**src/rtl/lc3_mem_pkg.sv**
```systemverilog
// Shared types and defaults for the LC-3 memory/IO controller.
package lc3_mem_pkg;

    typedef enum logic [2:0] {
        ST_IDLE    = 3'd0,
        ST_RD_WAIT = 3'd1,
        ST_WR_WAIT = 3'd2,
        ST_IO_RD   = 3'd3,
        ST_IO_WR   = 3'd4,
        ST_DONE    = 3'd5
    } mem_state_t;

    localparam logic [15:0] IO_ADDR_DEFAULT = 16'hFFFF;
    localparam int          SRAM_AW_DEFAULT = 20;

endpackage

```
**src/rtl/lc3_mem_ctrl_wait_counter.sv**
```systemverilog
// Up-counter timing the SRAM strobe window; tc flags the last strobe cycle.
module mem_wait_counter #(
    parameter int WAIT_CYCLES = 2
) (
    input  logic Clk,
    input  logic Reset_al,
    input  logic clear,
    input  logic enable,
    output logic tc
);

    localparam int CW = $clog2(WAIT_CYCLES + 1);
    localparam logic [CW-1:0] TC_VAL = CW'(WAIT_CYCLES - 1);

    logic [CW-1:0] count;

    always_ff @(posedge Clk) begin
        if (!Reset_al) begin
            count <= '0;
        end else if (clear) begin
            count <= '0;
        end else if (enable) begin
            count <= count + CW'(1);
        end
    end

    assign tc = (count == TC_VAL);

endmodule

```
**src/rtl/lc3_mem_ctrl.sv**
```systemverilog
// LC-3 memory/IO controller: wait-stated async SRAM cycles plus one
// memory-mapped IO address (switches on read, hex display on write).
//
// state      | meaning
// IDLE       | waiting for MEM_RD/MEM_WR, counter held clear
// RD_WAIT    | SRAM read, CE_n/OE_n low
// WR_WAIT    | SRAM write, CE_n/WE_n low
// IO_RD      | capture switches
// IO_WR      | load hex-display register
// DONE       | R pulse, strobes released
module lc3_mem_ctrl
    import lc3_mem_pkg::*;
#(
    parameter int          WAIT_CYCLES = 2,
    parameter logic [15:0] IO_ADDR     = IO_ADDR_DEFAULT,
    parameter int          SRAM_AW     = SRAM_AW_DEFAULT
) (
    input  logic               Clk,
    input  logic               Reset_al,
    input  logic               MEM_RD,
    input  logic               MEM_WR,
    input  logic [15:0]        MAR,
    input  logic [15:0]        MDR,
    input  logic [15:0]        Switches,
    input  logic [15:0]        Data_from_SRAM,
    output logic [15:0]        MDR_In,
    output logic               R,
    output logic               Busy,
    output logic [15:0]        HEX_Data,
    output logic [SRAM_AW-1:0] ADDR,
    output logic [15:0]        Data_to_SRAM,
    output logic               CE_n,
    output logic               OE_n,
    output logic               WE_n,
    output logic               UB_n,
    output logic               LB_n
);

    mem_state_t  state;
    logic [15:0] addr_q;
    logic [15:0] wdata_q;
    logic        cnt_clr;
    logic        cnt_en;
    logic        cnt_tc;

    assign cnt_clr = (state == ST_IDLE);
    assign cnt_en  = (state == ST_RD_WAIT) || (state == ST_WR_WAIT);

    mem_wait_counter #(
        .WAIT_CYCLES (WAIT_CYCLES)
    ) u_wait_counter (
        .Clk      (Clk),
        .Reset_al (Reset_al),
        .clear    (cnt_clr),
        .enable   (cnt_en),
        .tc       (cnt_tc)
    );

    assign ADDR         = {{(SRAM_AW-16){1'b0}}, addr_q};
    assign Data_to_SRAM = wdata_q;

    always_ff @(posedge Clk) begin
        if (!Reset_al) begin
            state    <= ST_IDLE;
            addr_q   <= '0;
            wdata_q  <= '0;
            MDR_In   <= '0;
            HEX_Data <= '0;
            R        <= 1'b0;
            Busy     <= 1'b0;
            CE_n     <= 1'b1;
            OE_n     <= 1'b1;
            WE_n     <= 1'b1;
            UB_n     <= 1'b1;
            LB_n     <= 1'b1;
        end else begin
            R <= 1'b0;
            case (state)
                ST_IDLE: begin
                    if (MEM_RD || MEM_WR) begin
                        addr_q  <= MAR;
                        wdata_q <= MDR;
                        Busy    <= 1'b1;
                        if (MAR == IO_ADDR) begin
                            state <= MEM_RD ? ST_IO_RD : ST_IO_WR;
                        end else begin
                            // strobes are registered, so drive them on entry to the wait state
                            state <= MEM_RD ? ST_RD_WAIT : ST_WR_WAIT;
                            CE_n  <= 1'b0;
                            UB_n  <= 1'b0;
                            LB_n  <= 1'b0;
                            OE_n  <= !MEM_RD;
                            WE_n  <= MEM_RD;
                        end
                    end
                end
                ST_RD_WAIT, ST_WR_WAIT: begin
                    if (cnt_tc) begin
                        if (state == ST_RD_WAIT) begin
                            MDR_In <= Data_from_SRAM;
                        end
                        state <= ST_DONE;
                        R     <= 1'b1;
                        CE_n  <= 1'b1;
                        OE_n  <= 1'b1;
                        WE_n  <= 1'b1;
                        UB_n  <= 1'b1;
                        LB_n  <= 1'b1;
                    end
                end
                ST_IO_RD: begin
                    MDR_In <= Switches;
                    state  <= ST_DONE;
                    R      <= 1'b1;
                end
                ST_IO_WR: begin
                    HEX_Data <= wdata_q;
                    state    <= ST_DONE;
                    R        <= 1'b1;
                end
                ST_DONE: begin
                    state <= ST_IDLE;
                    Busy  <= 1'b0;
                end
                default: begin
                    state <= ST_IDLE;
                    Busy  <= 1'b0;
                    CE_n  <= 1'b1;
                    OE_n  <= 1'b1;
                    WE_n  <= 1'b1;
                    UB_n  <= 1'b1;
                    LB_n  <= 1'b1;
                end
            endcase
        end
    end

endmodule

```
**config.mk**
```make
export PLATFORM = sky130hd
export DESIGN_NAME = lc3_mem_ctrl
export DESIGN_NICKNAME = d
export VERILOG_FILES = /design/src/rtl/lc3_mem_pkg.sv /design/src/rtl/lc3_mem_ctrl_wait_counter.sv /design/src/rtl/lc3_mem_ctrl.sv
export SDC_FILE = /design/constraint.sdc
export NUM_CORES = 1
export LEC_CHECK = 0
export ABC_CLOCK_PERIOD_IN_PS = 1900
export BUFFER_PORTS_ARGS = -buffer_cell sky130_fd_sc_hd__buf_2
export CORE_ASPECT_RATIO = 1.2
export CORE_MARGIN = 1
export CORE_UTILIZATION = 23
export DETAILED_ROUTE_END_ITERATION = 10
export HOLD_SLACK_MARGIN = 0.15
export SETUP_SLACK_MARGIN = 0.4
export SYNTH_ARGS = -nofsm -noshare
export SYNTH_HDL_FRONTEND = slang
export SYNTH_SLANG_ARGS = --single-unit
export TNS_END_PERCENT = 50
```
**constraint.sdc**
```tcl
create_clock -name Clk -period 1.9 [get_ports Clk]
set_clock_uncertainty 0.2 [all_clocks]
set_input_delay 0.095 -clock Clk [delete_from_list [all_inputs] [get_ports Clk]]
set_output_delay 0.095 -clock Clk [all_outputs]
set_load 0.005 [all_outputs]
```
* After elaboration in Yosys (flattened, before gate mapping)
Cells that the tools add are included.
** Word-level totals
- Register bits after elaboration :: 74
- Input port bits :: 68
- Output and inout bits :: 75
- Word-level logic and storage cells :: 64
** Cells by class
- Add/subtract/negate cells :: 1
- Equal/unequal tests :: 11
- Multiplexer cells :: 23
- Bitwise gates (word level) :: 3
- Reductions and logical operators :: 15
** Operators with widths (number)
- 16-bit 2-to-1 mux :: 2
- 16-bit case mux with 2 select lines :: 1
- 16-bit == test, second input constant :: 1
- 3-bit 2-to-1 mux :: 4
- 1-bit 2-to-1 mux :: 9
- 1-bit case mux with 3 select lines :: 3
- 3-bit case mux with 3 select lines :: 1
- 3-bit by 2-bit == test with 1-bit output, second input constant :: 2
- 3-bit == test, second input constant :: 2
- 2-bit != test, second input constant :: 3
- 2-bit AND reduction :: 3
- 2-bit OR reduction :: 3
- 1-bit case mux with 2 select lines :: 2
- 4-bit AND reduction :: 1
- 4-bit OR reduction :: 1
- 3-bit by 1-bit == test with 1-bit output, second input constant :: 1
- 3-bit zero test :: 1
- 1-bit inverter :: 3
- 3-bit AND reduction :: 1
- 3-bit OR reduction :: 1
- 2-bit by 1-bit adder with 2-bit output, second input constant :: 1
- 2-bit by 1-bit == test with 1-bit output, second input constant :: 1
- 1-bit logical OR :: 2
- 2-bit 2-to-1 mux :: 1
- 3 further kinds :: 3

* Depth between registers and ports, before layout
Gate-level depths: netlist (run 1).
- Word-level depth :: 4
- Depth in mapped cells :: 7
- Depth with buffers taken out :: 7

* Modules after synthesis
Synthesis (run 1) repeated with hierarchy kept, for this count alone.
** Unflattened totals
- Cells, all modules :: 360
- Area total of the unflattened synthesis :: 3303.2 µm²
** Modules (own cells, without submodules)
- lc3_mem_ctrl :: times used 1, cells each 351, area each 3204.3 µm², seq. area each 1441.4 µm²
- mem_wait_counter :: times used 1, cells each 9, area each 98.8 µm², seq. area each 40.0 µm²

* Least setup slack after synthesis (run 1)
No wires, ideal clock.
- Path type :: reg-to-reg
- Start point :: register u_wait_counter.count[0]
- End point :: register OE_n
- Library setup time :: 78 ps
- Arrival time :: 1313 ps
- Required time :: 1622 ps
- Setup slack :: 309 ps
- Cell stages (with the launch flop) :: 7
- Path buffers :: 0
- Path through :: dfxtp_1 -> ha_1 -> nand2_1 -> o31ai_1 -> a221oi_2 -> nor3b_2 -> a32oi_1
** On the way
- Word-level cells in the longest chain between the ends :: 3
** RTL lines
- from (decl) :: line lc3_mem_ctrl_wait_counter.sv:15 : logic [CW-1:0] count;
- from (signal assigned) :: line lc3_mem_ctrl_wait_counter.sv:23 : count <= count + CW'(1);
- 2-bit by 1-bit == test with 1-bit output :: line lc3_mem_ctrl_wait_counter.sv:27 : assign tc = (count == TC_VAL);
- 2-bit != test (no line)
- 4-bit AND reduction (no line)
- to (signal assigned) :: line lc3_mem_ctrl.sv:92 : OE_n <= !MEM_RD;
- to (decl) :: line lc3_mem_ctrl.sv:33 : output logic OE_n,
No other way between the ends.
A chain may end at the register's enable or synchronous reset.

* Worst setup path in the final report (run 1)
- Start point :: register state[1]
- End point :: register WE_n
** On the way
- Word-level cells in the longest chain between the ends :: 4
- Elaborated cells on any way between the ends :: 14
** RTL lines
- from (decl) :: line lc3_mem_ctrl.sv:39 : mem_state_t state;
- from (signal assigned) :: line lc3_mem_ctrl.sv:85 : state <= MEM_RD ? ST_IO_RD : ST_IO_WR;
- from (signal assigned) :: line lc3_mem_ctrl.sv:88 : state <= MEM_RD ? ST_RD_WAIT : ST_WR_WAIT;
- 3-bit by 1-bit == test with 1-bit output, or another cell as far along :: line lc3_mem_ctrl.sv:78 : case (state)
- 2-bit OR reduction / 3-bit OR reduction (equally long branches)
- 2-bit != test (no line) / 1-bit inverter (equally long branches)
- 4-bit AND reduction (no line)
- to (signal assigned) :: line lc3_mem_ctrl.sv:73 : WE_n <= 1'b1;
- to (signal assigned) :: line lc3_mem_ctrl.sv:93 : WE_n <= MEM_RD;
- to (signal assigned) :: line lc3_mem_ctrl.sv:106 : WE_n <= 1'b1;
- to (decl) :: line lc3_mem_ctrl.sv:34 : output logic WE_n,
Parallel ways exist; a longest one is shown, timed or not.

==> flow_summary.ini, run 1 <==
[finish]
num_antenna_cells = 0
area_growth_pct = 67.9
nets = 642
fill_cells = 1295
share_of_cells_above_drive_strength_1_pct = 37.8
finalCoreUtilization_pct = 40.2

[cts]
cts-htree-levels = 3
cts_buffers = 9
ctsLongestPathBuffers = 2
tritoncts_clock_tree = built
clock_sink_count = 74
cts_hold_buffers = 67
worstSkewPairLatency_ps = 330
worst_setup_hold_path_clk_slew_ps = 60
clock_root_buffer_master = sky130_fd_sc_hd__clkbuf_16

[pwr]
power_per_cell_area_nw_per_um2 = 1000
cellLeakagePower_nw = 2.69
ir_drop_uv = 540

[sta]
final_max_slew_violation_count = 0
final.setup.worst_slack_ps = 256
slew_headroom_pct = 60.9
shortest_period_the_worst_path_allows_ps = 1640
final_min_period_over_clock_period_pct = 86.5
fmax_mhz = 608
tns_ps = 0
hold-worst-slack_ps = 82.4
grt_setup_unrepaired = yes
timing_worst_slew_pin_value_ps = 587
finalHoldViolations = 0
setup_violations = 0

[logic_synthesis]
synthesis.area_per_instance_um2 = 8.95
synth.area.mux_share_pct = 4.99
post_synth_num_cell_types = 40
synth_area_um2 = 3210
dominantRegCellSynth = sky130_fd_sc_hd__dfxtp_1
synthesized_instance_count = 359
synth-xor-area-share_pct = 0.273
synth_enable_flop_cells = 0
synth_simple_gate_area_share_pct = 19.8
yosys.area_share.adder_pct = 0.779
synth-compound-area-share_pct = 20.7
dominant_combinational_cell_family_by_area_after_synthesis = compound AO/OA/AOI/OAI gates
number_of_synthesized_register_bits = 74
yosysSeqAreaShare_pct = 46.1
synthArstFlopShare_pct = 0
ys_warn_count = 0

[die]
coreArea_um2 = 13400
die-area_um2 = 14400
placementRows = 46
design.portCount = 143
initial_core_util_pct = 24.0
die_h_um = 131
die_w_um = 110

[worst_setup_path]
worstPathRequired_ps = 1880
timing.critical_path.from_type = register
critical_path_arrival_ps = 1630
crit_path_max_fanout = 10
worst_setup_path_end_kind = register
timing_worst_setup_path_type = reg -> reg

[placed_design]
place_ws_ps = 143
finalWeightedCongestion = 0.733
hpwl_mm = 6.10
quantity_of_i_o_buffers_inserted_on_ports = 138

[global_routing]
grt_antenna_before_repair = 0
wire_length_of_the_first_global_routing_pass_mm = 15.2
grt_max_degree = 38
grt.total_usage_pct = 13.4
first_global_vias = 3246
grt_overflow = 0

[job]
max_cap_viol_count = 0

[outcome]
status = finished clean

[min_path]
holdCritPathClass = in -> reg

[drt]
final_antenna_net_count = 0
first_iter_violations = 167
drt-total-wl_mm = 10.6
drt_pre_antenna_iters = 4
detail_route.wl_per_cell_um = 14.2
vias = 3324
drc = 0
vias_per_cell = 4.46
## layout make-up
| type | instances | area [um^2] | area share (%) |
|---|---|---|---|
| multi-input cells | 253 | 1690 | 31.3 |
| clock inverters | 3 | 40.0 | 0.743 |
| clock buffers | 13 | 240 | 4.46 |
| flip-flops and latches | 74 | 1500 | 27.8 |
| inverters | 4 | 15.0 | 0.278 |
| well taps | 168 | 210 | 3.90 |
| repair buffers | 230 | 1700 | 31.6 |
## worst paths after layout
check	startpoint	endpoint	slack, ps	depth (start not counted)
setup / recovery	state[1]$_SDFFE_PN0P_	WE_n$_SDFFE_PN1P_	260	6
hold reg to reg	HEX_Data[6]$_SDFFE_PN0P_	HEX_Data[6]$_SDFFE_PN0P_	260	2
setup reg to reg	state[1]$_SDFFE_PN0P_	WE_n$_SDFFE_PN1P_	260	6
hold / removal	Reset_al	LB_n$_SDFFE_PN1P_	80	2
## power breakdown
| group | switching, W | leakage (nW) | internal, W |
|---|---|---|---|
| Sequential | 0.000170 | 0.608 | 0.00178 |
| Clock | 0.000628 | 0.138 | 0.00101 |
| Combinational | 0.000880 | 1.94 | 0.000924 |
## metal layers
metal	up-vias	part of all wire (%)	track usage, %
li1	1634	-	-
met1	1525	43	15.7
met2	142	48	22.4
met3	23	7.0	3.57
met4	0	2.2	6.30
met5	-	0	0
## stage by stage
step	area [um^2]	instances	total power, W
final	5390	745	0.00539
after global placement	4040	647	0.00314
after CTS	5120	737	0.00506
after global routing	5390	745	0.00569
after floorplan	3240	362	0.00274
after detailed placement	4040	647	0.00317
## synth_stat cells (3+ instances only)
cell type                  number  share of area, %
sky130_fd_sc_hd__and2_1         4              0.78
sky130_fd_sc_hd__mux2i_1       16               5.0
sky130_fd_sc_hd__nor3_1         3              0.47
sky130_fd_sc_hd__nor2_1         4              0.47
sky130_fd_sc_hd__a21boi_0      10               2.3
sky130_fd_sc_hd__o211a_1       16               5.0
sky130_fd_sc_hd__nand4_1        4              0.78
sky130_fd_sc_hd__buf_4         10               2.3
sky130_fd_sc_hd__dfxtp_1       74                46
sky130_fd_sc_hd__a21oi_1        5              0.78
sky130_fd_sc_hd__nand2_1      118                14
sky130_fd_sc_hd__buf_6          5               1.8
sky130_fd_sc_hd__buf_2          7               1.1
sky130_fd_sc_hd__o21ai_0        6              0.93
sky130_fd_sc_hd__a21boi_1      38               8.9
sky130_fd_sc_hd__clkbuf_1       8              0.93
## flip-flops by register name (all words and copies together), names as in the netlist
register,flops
LB_n,1
OE_n,1
WE_n,1
Data_to_SRAM,16
R,1
MDR_In,16
HEX_Data,16
state,3
Busy,1
addr_q,16
u_wait_counter.count,2
## cell families after synthesis
logic type | count (synthesis)
AO/OA/AOI/OAI | 86
XOR/XNOR | 1
adder cells (fa/ha/maj) | 2
buffers and inverters | 35
flip-flops | 74
multiplexers | 16
other | 1
AND/OR/NAND/NOR | 144
## layout by cell type (no fill, tap or decap), drive strengths merged, types with 4 or more instances in the layout
cell type and n:
buf 158, nand2 118, dfxtp 74, dlygate4sd3 67
a21boi 48, clkbuf 18, mux2i 16, o211a 16
o21ai 8, a21oi 5, nor2 5, nor3 5
nand4 4, and2 4, conb 4, inv 4
## worst max-delay path: stages (launching register included)
cell and delay (ps):
sky130_fd_sc_hd__dfxtp_4 360, sky130_fd_sc_hd__buf_8 150, sky130_fd_sc_hd__o31ai_4 200, sky130_fd_sc_hd__a221oi_2 80, sky130_fd_sc_hd__buf_4 160, sky130_fd_sc_hd__nor3b_4 210
sky130_fd_sc_hd__a32oi_1 130
## what timing repair did
action | 4_1_cts | 5_1_grt
pin swaps | 5 | 19
setup endpoints to repair | 69 | 73
setup buffers | 7 | 3
resized for setup | 18 | 37
hold endpoints to repair | 61 | 25
cloned | 0 | 5
(Power assumes the default switching activity.)
==> run 2: changes to the inputs <==
--- a/config.mk
+++ b/config.mk
@@ -5,13 +5,15 @@
 export SDC_FILE = /design/constraint.sdc
 export NUM_CORES = 1
 export LEC_CHECK = 0
-export ABC_CLOCK_PERIOD_IN_PS = 1900
+export ABC_CLOCK_PERIOD_IN_PS = 1800
 export BUFFER_PORTS_ARGS = -buffer_cell sky130_fd_sc_hd__buf_2
 export CORE_ASPECT_RATIO = 1.2
 export CORE_MARGIN = 1
-export CORE_UTILIZATION = 23
+export CORE_UTILIZATION = 47
+export CTS_CLUSTER_DIAMETER = 120
 export DETAILED_ROUTE_END_ITERATION = 10
 export HOLD_SLACK_MARGIN = 0.15
+export PLACE_DENSITY = 0.8
 export SETUP_SLACK_MARGIN = 0.4
 export SYNTH_ARGS = -nofsm -noshare
 export SYNTH_HDL_FRONTEND = slang
==> constraint.sdc (replaced) <==
create_clock -name Clk -period 1.8 [get_ports Clk]
set_clock_uncertainty 0.2 [all_clocks]
set_input_delay 0.09 -clock Clk [delete_from_list [all_inputs] [get_ports Clk]]
set_output_delay 0.09 -clock Clk [all_outputs]
set_load 0.005 [all_outputs]
==> run 2 against run 1 <==
Compared with the run above: register-to-register slack worse by 120 ps; sequential power is 5% higher; first-iteration DRC count is 7.2% lower; critical endpoint unchanged; largest cell class unchanged; combinational power is 14% higher; fmax is 1.1% lower; die area is 50% lower; via count is 8.4% higher; sequential share of layout area is 0.31 points lower.
==> flow_summary.ini, run 2 (synthesized netlist as in run 1, its figures left out) <==
[outcome]
status = finished clean

[cts]
worst_setup_hold_path_clk_slew_ps = 90
clock_sink_count = 74
cts-htree-levels = 3
ctsLongestPathBuffers = 2
tritoncts_clock_tree = built
worstSkewPairLatency_ps = 350
clock_root_buffer_master = sky130_fd_sc_hd__clkbuf_8
cts_buffers = 9

[global_routing]
wire_length_of_the_first_global_routing_pass_mm = 16.0
first_global_vias = 3446
grt_antenna_before_repair = 0
grt_overflow = 0
grt.total_usage_pct = 28.7
grt_max_degree = 38

[min_path]
holdCritPathClass = in -> reg

[die]
die_h_um = 92.6
coreArea_um2 = 6530
die_w_um = 77.5
die-area_um2 = 7170
placementRows = 32
initial_core_util_pct = 49.2
design.portCount = 143

[finish]
postLayoutCellArea_um2 = 5450
layout_common_cells = sky130_fd_sc_hd__buf_2, sky130_fd_sc_hd__nand2_1, sky130_fd_sc_hd__dfxtp_1, sky130_fd_sc_hd__dlygate4sd3_1, sky130_fd_sc_hd__a21boi_1
final-seq-area_um2 = 1500
finalCoreUtilization_pct = 83.6
area_of_the_multi_input_gates_um2 = 1740
final_common_cell = sky130_fd_sc_hd__buf_2
share_of_cells_above_drive_strength_1_pct = 41.8
fill_cells = 371
nets = 659
num_antenna_cells = 0
finish.cell_count_without_fillers = 678
area_growth_pct = 69.8

[drt]
detail_route.wl_per_cell_um = 16.4
met3WireLength_um = 728
met2_length_mm = 5.86
drt-total-wl_mm = 11.1
top_signal_layer_used = met4
drc = 0
wl_met1_mm = 4.11
drt_pre_antenna_iters = 4
final_antenna_net_count = 0
vias = 3604
vias_per_cell = 5.32
first_iter_violations = 155

[worst_setup_path]
critPathSlowestCell = sky130_fd_sc_hd__dfxtp_4
crit_path_max_incr_delay_ps = 360
crit_path_max_fanout = 4
timing_worst_setup_path_type = reg -> reg
path_cells = ha_4 > nand2_4 > o31ai_4 > a221oi_2 > buf_4 > nor3b_2 > a32oi_1
worst_setup_path_end_kind = register
critical_path_arrival_ps = 1720
timing.critical_path.from_type = register
worstPathRequired_ps = 1860

[sta]
shortest_period_the_worst_path_allows_ps = 1660
final_min_period_over_clock_period_pct = 92.3
grt_setup_unrepaired = yes
fmax_mhz = 602
setup_violations = 0
final_max_slew_violation_count = 0
finalHoldViolations = 0
final.setup.worst_slack_ps = 138

[placed_design]
place_ws_ps = -12.7
quantity_of_i_o_buffers_inserted_on_ports = 138
hpwl_mm = 5.37
placed_cell_area_um2 = 3960
placed_cells = 563
finalWeightedCongestion = 0.828

[pwr]
ir_drop_uv = 739
power_per_cell_area_nw_per_um2 = 1020
cellLeakagePower_nw = 2.80

[job]
max_cap_viol_count = 0
run 2: report_power, final:
part / internal [W] / switching [W]
sequential: 0.00187 / 0.000178
combinational: 0.00106 / 0.000989
clock: 0.000809 / 0.000623
run 2: routing by layer:
metal / vias up / global-route usage (%)
met1: 1709 / 30.4
met4: 0 / 13.4
met2: 190 / 54.1
li1: 1668 / -
met3: 37 / 5.42
met5: - / 0
run 2: worst paths after layout:
path / from / cells after the start / slack, ps / end
min: MAR[10] / 6 / 210 / LB_n$_SDFFE_PN1P_
max reg2reg: u_wait_counter.count[0]$_SDFFE_PP0P_ / 7 / 140 / WE_n$_SDFFE_PN1P_
max: u_wait_counter.count[0]$_SDFFE_PP0P_ / 7 / 140 / WE_n$_SDFFE_PN1P_
min reg2reg: addr_q[8]$_SDFFE_PN0P_ / 2 / 250 / addr_q[8]$_SDFFE_PN0P_
run 2: through the flow:
step,TNS [ps],power (W),hold WS [ps]
final,0,0.00554,215
after global routing,0,0.00578,260
after CTS,0,0.00514,240
after detailed placement,-12.7,0.00333,139
after global placement,0,0.00330,132
after floorplan,0,0.00292,16.5
run 2: timing repair:
item / 4_1_cts / 5_1_grt
gates cloned: 4 / 4
buffers inserted: 15 / 9
gates resized for setup: 30 / 48
pin swaps: 8 / 27
setup endpoints to repair: 74 / 73
hold endpoints to repair: 56 / 0
hold buffers: 68 / 0
run 2: final cells by class:
cell class / count / area share, %
clock buffers: 10 / 2.52
inverters: 4 / 0.275
repair buffers: 247 / 34.4
well taps: 85 / 1.95
multi-input cells: 253 / 32.0
clock inverters: 5 / 1.45
flip-flops and latches: 74 / 27.5
run 2: worst max-delay path, delay by kind of cell, from the launching register on:
family | cells | cell delay, ps
compound gates | 3 | 490
flops | 1 | 360
fa+ha+maj | 1 | 190
buf+inv | 1 | 180
simple gates | 2 | 140
